**src/rtl/game_pkg.sv**
```systemverilog
// rtl/game_pkg.sv - shared states, widths and difficulty-to-period lookup for the game sequencer
package game_pkg;
  localparam int TIME_W  = 6;
  localparam int SCORE_W = 8;

  typedef enum logic [1:0] {
    S_IDLE  = 2'd0,
    S_READY = 2'd1,
    S_PLAY  = 2'd2,
    S_OVER  = 2'd3
  } state_t;

  // Difficulties 2 and 3 share the fastest mole period.
  function automatic logic [31:0] mole_period(input logic [1:0] diff, input logic [31:0] p0,
                                              input logic [31:0] p1, input logic [31:0] p2);
    case (diff)
      2'd0:    return p0;
      2'd1:    return p1;
      default: return p2;
    endcase
  endfunction
endpackage

```
**src/rtl/strobe_div.sv**
```systemverilog
// rtl/strobe_div.sv - free-running divider emitting a one-cycle tick every period cycles while enabled
module strobe_div #(
  parameter int W = 32
) (
  input  logic         clk,
  input  logic         rst,
  input  logic         clr,
  input  logic         en,
  input  logic [W-1:0] period,
  output logic         tick
);
  localparam logic [W-1:0] ONE = W'(1);

  logic [W-1:0] count;

  assign tick = en && (count == period - ONE);

  always_ff @(posedge clk) begin
    if (rst || clr) count <= '0;
    else if (en)    count <= tick ? '0 : count + ONE;
  end
endmodule

```
**src/rtl/game_sequencer.sv**
```systemverilog
// rtl/game_sequencer.sv - whack-a-mole round sequencer; HIGH_SCORE_EN enables high-score tracking
module game_sequencer
  import game_pkg::*;
#(
  parameter logic [31:0] TICK_DIV   = 32'd100_000_000,
  parameter int unsigned READY_SECS = 3,
  parameter logic [31:0] MOLE_P0    = 32'd200_000_000,
  parameter logic [31:0] MOLE_P1    = 32'd120_000_000,
  parameter logic [31:0] MOLE_P2    = 32'd80_000_000
) (
  input  logic               CLK100MHZ,
  input  logic               RST_BTN,
  input  logic               start,
  input  logic [TIME_W-1:0]  gametime,
  input  logic [1:0]         difficulty,
  input  logic [SCORE_W-1:0] score,
  output logic [1:0]         state,
  output logic               setup_en,
  output logic               score_clr,
  output logic               game_start,
  output logic               playing,
  output logic               mole_en,
  output logic               game_end,
  output logic [TIME_W-1:0]  timeleft,
  output logic [1:0]         ready_left,
  output logic [SCORE_W-1:0] high_score,
  output logic               new_record
);
  localparam logic [TIME_W-1:0] T_ONE = TIME_W'(1);

  state_t              st, st_n;
  logic [TIME_W-1:0]   gt_lat, gt_n, tl_n;
  logic [1:0]          diff_lat, diff_n, rl_n;
  logic                clr_n, gs_n, end_n, mole_n;
  logic                sec_tick, mole_tick, div_clr;

  assign state    = st;
  assign setup_en = (st == S_IDLE);
  assign playing  = (st == S_PLAY);
  // Every state change restarts both dividers so each phase counts from its own entry.
  assign div_clr  = (st_n != st);

  strobe_div #(.W(32)) u_sec_div (
    .clk(CLK100MHZ), .rst(RST_BTN), .clr(div_clr),
    .en(st == S_READY || st == S_PLAY), .period(TICK_DIV), .tick(sec_tick)
  );

  strobe_div #(.W(32)) u_mole_div (
    .clk(CLK100MHZ), .rst(RST_BTN), .clr(div_clr),
    .en(st == S_PLAY), .period(mole_period(diff_lat, MOLE_P0, MOLE_P1, MOLE_P2)),
    .tick(mole_tick)
  );

  always_comb begin
    st_n   = st;
    rl_n   = ready_left;
    tl_n   = timeleft;
    gt_n   = gt_lat;
    diff_n = diff_lat;
    clr_n  = 1'b0;
    gs_n   = 1'b0;
    end_n  = 1'b0;
    mole_n = 1'b0;
    case (st)
      S_IDLE: begin
        if (start && gametime != '0) begin
          st_n   = S_READY;
          gt_n   = gametime;
          diff_n = difficulty;
          rl_n   = 2'(READY_SECS);
          clr_n  = 1'b1;
        end
      end
      S_READY: begin
        if (sec_tick) begin
          rl_n = ready_left - 2'd1;
          if (ready_left == 2'd1) begin
            st_n = S_PLAY;
            tl_n = gt_lat;
            gs_n = 1'b1;
          end
        end
      end
      S_PLAY: begin
        if (sec_tick) begin
          tl_n = timeleft - T_ONE;
          if (timeleft == T_ONE) begin
            st_n  = S_OVER;
            end_n = 1'b1;
          end
        end
        mole_n = mole_tick && !end_n;
      end
      default: begin
        tl_n = '0;
        if (start) st_n = S_IDLE;
      end
    endcase
  end

  always_ff @(posedge CLK100MHZ) begin
    if (RST_BTN) begin
      st         <= S_IDLE;
      ready_left <= '0;
      timeleft   <= '0;
      gt_lat     <= '0;
      diff_lat   <= '0;
      score_clr  <= 1'b0;
      game_start <= 1'b0;
      game_end   <= 1'b0;
      mole_en    <= 1'b0;
    end else begin
      st         <= st_n;
      ready_left <= rl_n;
      timeleft   <= tl_n;
      gt_lat     <= gt_n;
      diff_lat   <= diff_n;
      score_clr  <= clr_n;
      game_start <= gs_n;
      game_end   <= end_n;
      mole_en    <= mole_n;
    end
  end

`ifdef HIGH_SCORE_EN
  always_ff @(posedge CLK100MHZ) begin
    if (RST_BTN) begin
      high_score <= '0;
      new_record <= 1'b0;
    end else if (end_n) begin
      if (score > high_score) begin
        high_score <= score;
        new_record <= 1'b1;
      end
    end else if (st == S_OVER && st_n != S_OVER) begin
      new_record <= 1'b0;
    end
  end
`else
  logic unused_score;
  assign unused_score = ^score;
  assign high_score   = '0;
  assign new_record   = 1'b0;
`endif
endmodule

```
**config.mk**
```make
export PLATFORM = sky130hd
export DESIGN_NAME = game_sequencer
export DESIGN_NICKNAME = d
export VERILOG_FILES = /design/src/rtl/game_pkg.sv /design/src/rtl/strobe_div.sv /design/src/rtl/game_sequencer.sv
export SDC_FILE = /design/constraint.sdc
export NUM_CORES = 1
export LEC_CHECK = 0
export ABC_AREA = 1
export CELL_PAD_IN_SITES_DETAIL_PLACEMENT = 1
export CELL_PAD_IN_SITES_GLOBAL_PLACEMENT = 1
export CORE_MARGIN = 5
export CORE_UTILIZATION = 39
export DETAILED_ROUTE_END_ITERATION = 6
export PLACE_DENSITY_LB_ADDON = 0.05
export SYNTH_ARGS = -nofsm -noshare
export SYNTH_HDL_FRONTEND = slang
export SYNTH_SLANG_ARGS = --single-unit
```
**constraint.sdc**
```tcl
create_clock -name CLK100MHZ -period 2.1 [get_ports CLK100MHZ]
set_input_delay 0.21 -clock CLK100MHZ [delete_from_list [all_inputs] [get_ports CLK100MHZ]]
set_output_delay 0.21 -clock CLK100MHZ [all_outputs]
set_load 0.05 [all_outputs]
```
==> qor.txt <==
ROUTE
---------------------------------------------------------------------------------------
Routed vias                                                                        6504
Via density per instance                                                           4.98
Count of antenna-violating nets left after detailed routing                           0
DR pass1 iterations                                                                   4
Post-detailed-route DRC marker count                                                  0
Detail-routed net length per standard cell                                      15.9 um
Number of violations reported at the end of detailed-routing iteration 0            218
Routed wire length                                                              20.8 mm

CLOCK TREE
---------------------------------------------------------------------------------------
Deepest clock path buffer count                                                       2
Clock tree from TritonCTS                                                          done
Clock buffers created by TritonCTS                                                    9
Clock insertion delay at the later pin of the skew report                       0.36 ns
CTS sink count                                                                       86
Level count of the clock H-tree                                                       3
Hold buffer count at cts                                                              0
Register clock-pin slew on the reported worst setup and hold paths              0.07 ns
Root Buffer Master                                                         sky130_fd_sc_hd__clkbuf_16

POWER
---------------------------------------------------------------------------------------
Combinational share of power                                                      0.212
Worst IR Drop VDD                                                              0.392 mV
Net switching power figure                                                      1.32 mW
Power density normalized to cell area                                       522 mW/mm^2
Leak                                                                            3.09 nW
Design internal power                                                           3.00 mW
Share of total power in the clock network                                         0.395
Register share of total power                                                     0.393
Switching portion of total power                                                  0.305

TIMING
---------------------------------------------------------------------------------------
Clock period minus final worst setup slack                                      2.19 ns
Setup skew after layout                                                       0.0123 ns
Maximum operating frequency                                                     457 MHz
Hold slack final                                                               0.469 ns
Transition time at the pin with the least slew margin                          0.507 ns
Number of max-slew violations in the final report                                     0
Period utilisation layout                                                          1.04
Max-Slew Margin vs Limit                                                          0.661
Number of setup violations in the final report                                       55
Final number of hold-violating endpoints                                              0
Setup repair after global routing missed its margin                                 yes
Worst Setup Slack, final                                                     -0.0860 ns

FLOORPLANNING
---------------------------------------------------------------------------------------
Num rows                                                                             47
Total Die Area                                                              0.0196 mm^2
Core area                                                                   0.0166 mm^2
Die Y                                                                            140 um
Top Ports                                                                            44
Die width                                                                        140 um
Initial cell density of the core                                                  0.397

FINAL LAYOUT
---------------------------------------------------------------------------------------
Final standard cell area without fillers                                   0.00827 mm^2
N_diodes                                                                              0
Area added between synthesis and finish                                           25.6%
Register area                                                              0.00173 mm^2
Proportion of layout cells with a drive suffix above 1                            0.241
Count of fill cells added during filler insertion                                  2188
Nets                                                                               1112
Multi-input gate area in the final layout                                  0.00419 mm^2

STATUS
---------------------------------------------------------------------------------------
Violations in the final reports                                            negative setup slack
Status                                                                     finished with violations

PLACEMENT
---------------------------------------------------------------------------------------
Total of buffers placed on input and output ports                                    26
Pre-CTS setup slack                                                          -0.0770 ns
Placed Instance Area                                                       0.00761 mm^2
Final weighted congestion in routability-driven placement                         0.865
DP HPWL                                                                         15.9 mm

SYNTH
---------------------------------------------------------------------------------------
Top cells by area, synth                                                   sky130_fd_sc_hd__dfxtp_1 26%, sky130_fd_sc_hd__nand2_1 12%, sky130_fd_sc_hd__nor2_4 11%
Count of flip-flops with a built-in enable after synthesis                            0
Register area share after synthesis                                               0.261
Fraction of synthesized cell area taken by the top area cell type                 0.261
Leading register cell type out of synthesis                                sky130_fd_sc_hd__dfxtp_1
Total of flip-flops plus latches after synthesis                                     86
Netlist area before placement                                              0.00659 mm^2
Leading area contributor after synthesis                                   sky130_fd_sc_hd__dfxtp_1
Yosys cell types                                                                     47
Mean post-synth cell area                                                     6.75 um^2
Share of synthesized registers carrying an async set or reset                         0
Post-synthesis instance total                                                       975
Yosys Warn Count                                                                      0

GLOBAL ROUTE
---------------------------------------------------------------------------------------
Initial antenna violation count                                                       0
Pin count of the biggest net entering global routing                                 31
Total congestion overflow                                                             0
First-pass GRT wire length                                                      33.7 mm
Total routing usage reported by global routing                                    0.210
Vias in the first global route                                                     6671

WORST SETUP PATH
---------------------------------------------------------------------------------------
Nature of the critical path endpoint                                          flip-flop
Reg-to-reg setup timing slack                                                  -0.09 ns
CP Launch Type                                                                flip-flop
Worst Path Class, Setup                                                    flip-flop to flip-flop
Required time reported for the critical path endpoint                           2.39 ns
WP data arrival                                                                 2.48 ns
Largest driver fanout on the critical path                                            9

MIN PATH
---------------------------------------------------------------------------------------
Min-delay worst type                                                       flip-flop to flip-flop

RUN
---------------------------------------------------------------------------------------
Maximum Capacitance Violations                                                        0

-- placed cells by master (no fill, tap or decap), drive strengths merged, types with 2 or more instances in the layout --
cell type      count
buf              105
a21oi             26
a31oi              4
inv              143
clkinv             3
nor2             159
clkbuf            12
o21ai             43
dfxtp             86
nand3             86
nand2            215
nand3b             5
conb               9
a211oi             8
o21bai             2
xnor2              5
nand4             31
or2                3
clkdlybuf4s50     25
ha                10
xor2              38
o31ai              2
nor3              50
nor4               7
-- routing by layer --
metal  wire length, um  GRT usage  vias to the layer above
met5                 0          0                        -
met4               356     0.0592                        0
met3               333     0.0249                       22
met2             10500      0.370                       51
met1              9620      0.271                     3122
li1                  -          -                     3309
-- through the flow --
| step | total power, mW | setup TNS (ns) | std cells | util |
|---|---|---|---|---|
| after detailed placement | 2.50 | -2.02 | 1276 | 0.459 |
| final | 4.32 | -2.91 | 1307 | 0.499 |
| after floorplan | 2.31 | -3.33 | 983 | - |
| after CTS | 4.28 | -0.918 | 1297 | 0.484 |
| after global placement | 2.49 | -0.662 | 1276 | 0.459 |
| after global routing | 4.49 | -12.62 | 1307 | 0.499 |
-- power by group through the flow --
stage,registers [mW],logic (mW),clock network (mW)
final,1.69,0.914,1.71
after global routing,1.70,0.979,1.81
after CTS,1.69,0.822,1.76
after detailed placement,1.73,0.769,0
after global placement,1.73,0.762,0
after floorplan,1.80,0.513,0
-- path summary, 6_finish.rpt --
| kind | start | end | cells after the start |
|---|---|---|---|
| hold / removal | gt_lat[5] | gt_lat[5] | 2 |
| setup reg to reg | state[0] | u_sec_div.count[4] | 16 |
| setup / recovery | state[0] | u_sec_div.count[4] | 16 |
| hold reg to reg | gt_lat[5] | gt_lat[5] | 2 |
-- synthesized netlist by cell type, types with 2 or more instances --
cell / number
sky130_fd_sc_hd__ha_1: 10
sky130_fd_sc_hd__o21ai_1: 4
sky130_fd_sc_hd__buf_4: 11
sky130_fd_sc_hd__a21oi_1: 26
sky130_fd_sc_hd__a31oi_1: 4
sky130_fd_sc_hd__a211oi_1: 8
sky130_fd_sc_hd__o21ai_0: 39
sky130_fd_sc_hd__nor2_4: 64
sky130_fd_sc_hd__clkbuf_1: 17
sky130_fd_sc_hd__nor4_1: 6
sky130_fd_sc_hd__nand3_1: 84
sky130_fd_sc_hd__nand3b_1: 5
sky130_fd_sc_hd__inv_2: 12
sky130_fd_sc_hd__nand2_2: 10
sky130_fd_sc_hd__buf_2: 7
sky130_fd_sc_hd__dfxtp_1: 86
sky130_fd_sc_hd__o21bai_1: 2
sky130_fd_sc_hd__nand4_2: 2
sky130_fd_sc_hd__o31ai_1: 2
sky130_fd_sc_hd__xnor2_1: 5
sky130_fd_sc_hd__buf_1: 2
sky130_fd_sc_hd__nor3_1: 48
sky130_fd_sc_hd__nor2_2: 10
sky130_fd_sc_hd__or2_2: 2
sky130_fd_sc_hd__buf_12: 6
sky130_fd_sc_hd__nand4_1: 29
sky130_fd_sc_hd__nor3_2: 2
sky130_fd_sc_hd__nor2_1: 84
sky130_fd_sc_hd__xor2_1: 38
sky130_fd_sc_hd__inv_1: 129
sky130_fd_sc_hd__nand2_1: 204
sky130_fd_sc_hd__nand3_2: 2
-- cell type report --
type                    count  share of cell area
clock buffers              10              0.0302
clock inverters             5             0.00681
inverters                 143              0.0658
multi-input cells         711               0.506
flip-flops and latches     86               0.209
well taps                 220              0.0333
repair buffers            132               0.149
-- kinds of logic after synthesis --
| group | Yosys count | synth area share |
|---|---|---|
| adders and majority gates | 10 | 0.0190 |
| buffers and inverters | 186 | 0.129 |
| DFF | 86 | 0.261 |
| and+or+nand+nor | 558 | 0.456 |
| other | 1 | 0.000569 |
| xor gates and xnor gates | 43 | 0.0572 |
| AOI/OAI and AO/OA | 91 | 0.0768 |
-- registers in the layout (all words and copies together), names as in the netlist --
name,count
u_mole_div.count,32
u_sec_div.count,32
gt_lat,6
timeleft,6
diff_lat,2
ready_left,2
state,2
game_end,1
game_start,1
mole_en,1
score_clr,1
-- worst max-delay path: stages (launching register included) --
cell,delay [ns]
sky130_fd_sc_hd__dfxtp_4,0.36
sky130_fd_sc_hd__inv_4,0.04
sky130_fd_sc_hd__ha_4,0.28
sky130_fd_sc_hd__nand2_2,0.05
sky130_fd_sc_hd__nor2_1,0.10
sky130_fd_sc_hd__nand2_1,0.10
sky130_fd_sc_hd__nor2_4,0.12
sky130_fd_sc_hd__nand4_1,0.11
sky130_fd_sc_hd__nand2_1,0.14
sky130_fd_sc_hd__nand3_2,0.09
sky130_fd_sc_hd__nand3_2,0.08
sky130_fd_sc_hd__nand2_2,0.06
sky130_fd_sc_hd__inv_4,0.08
sky130_fd_sc_hd__nand2_8,0.11
sky130_fd_sc_hd__buf_12,0.15
sky130_fd_sc_hd__buf_16,0.15
sky130_fd_sc_hd__nor2_4,0.09
-- what timing repair did --
item | 4_1_cts | 5_1_grt
setup endpoints to repair | 58 | 71
pin swaps | 2 | 14
cloned | 1 | 3
setup buffers | 5 | 7
gates resized for setup | 8 | 29
Note: power is estimated with default switching activity, not from simulation.
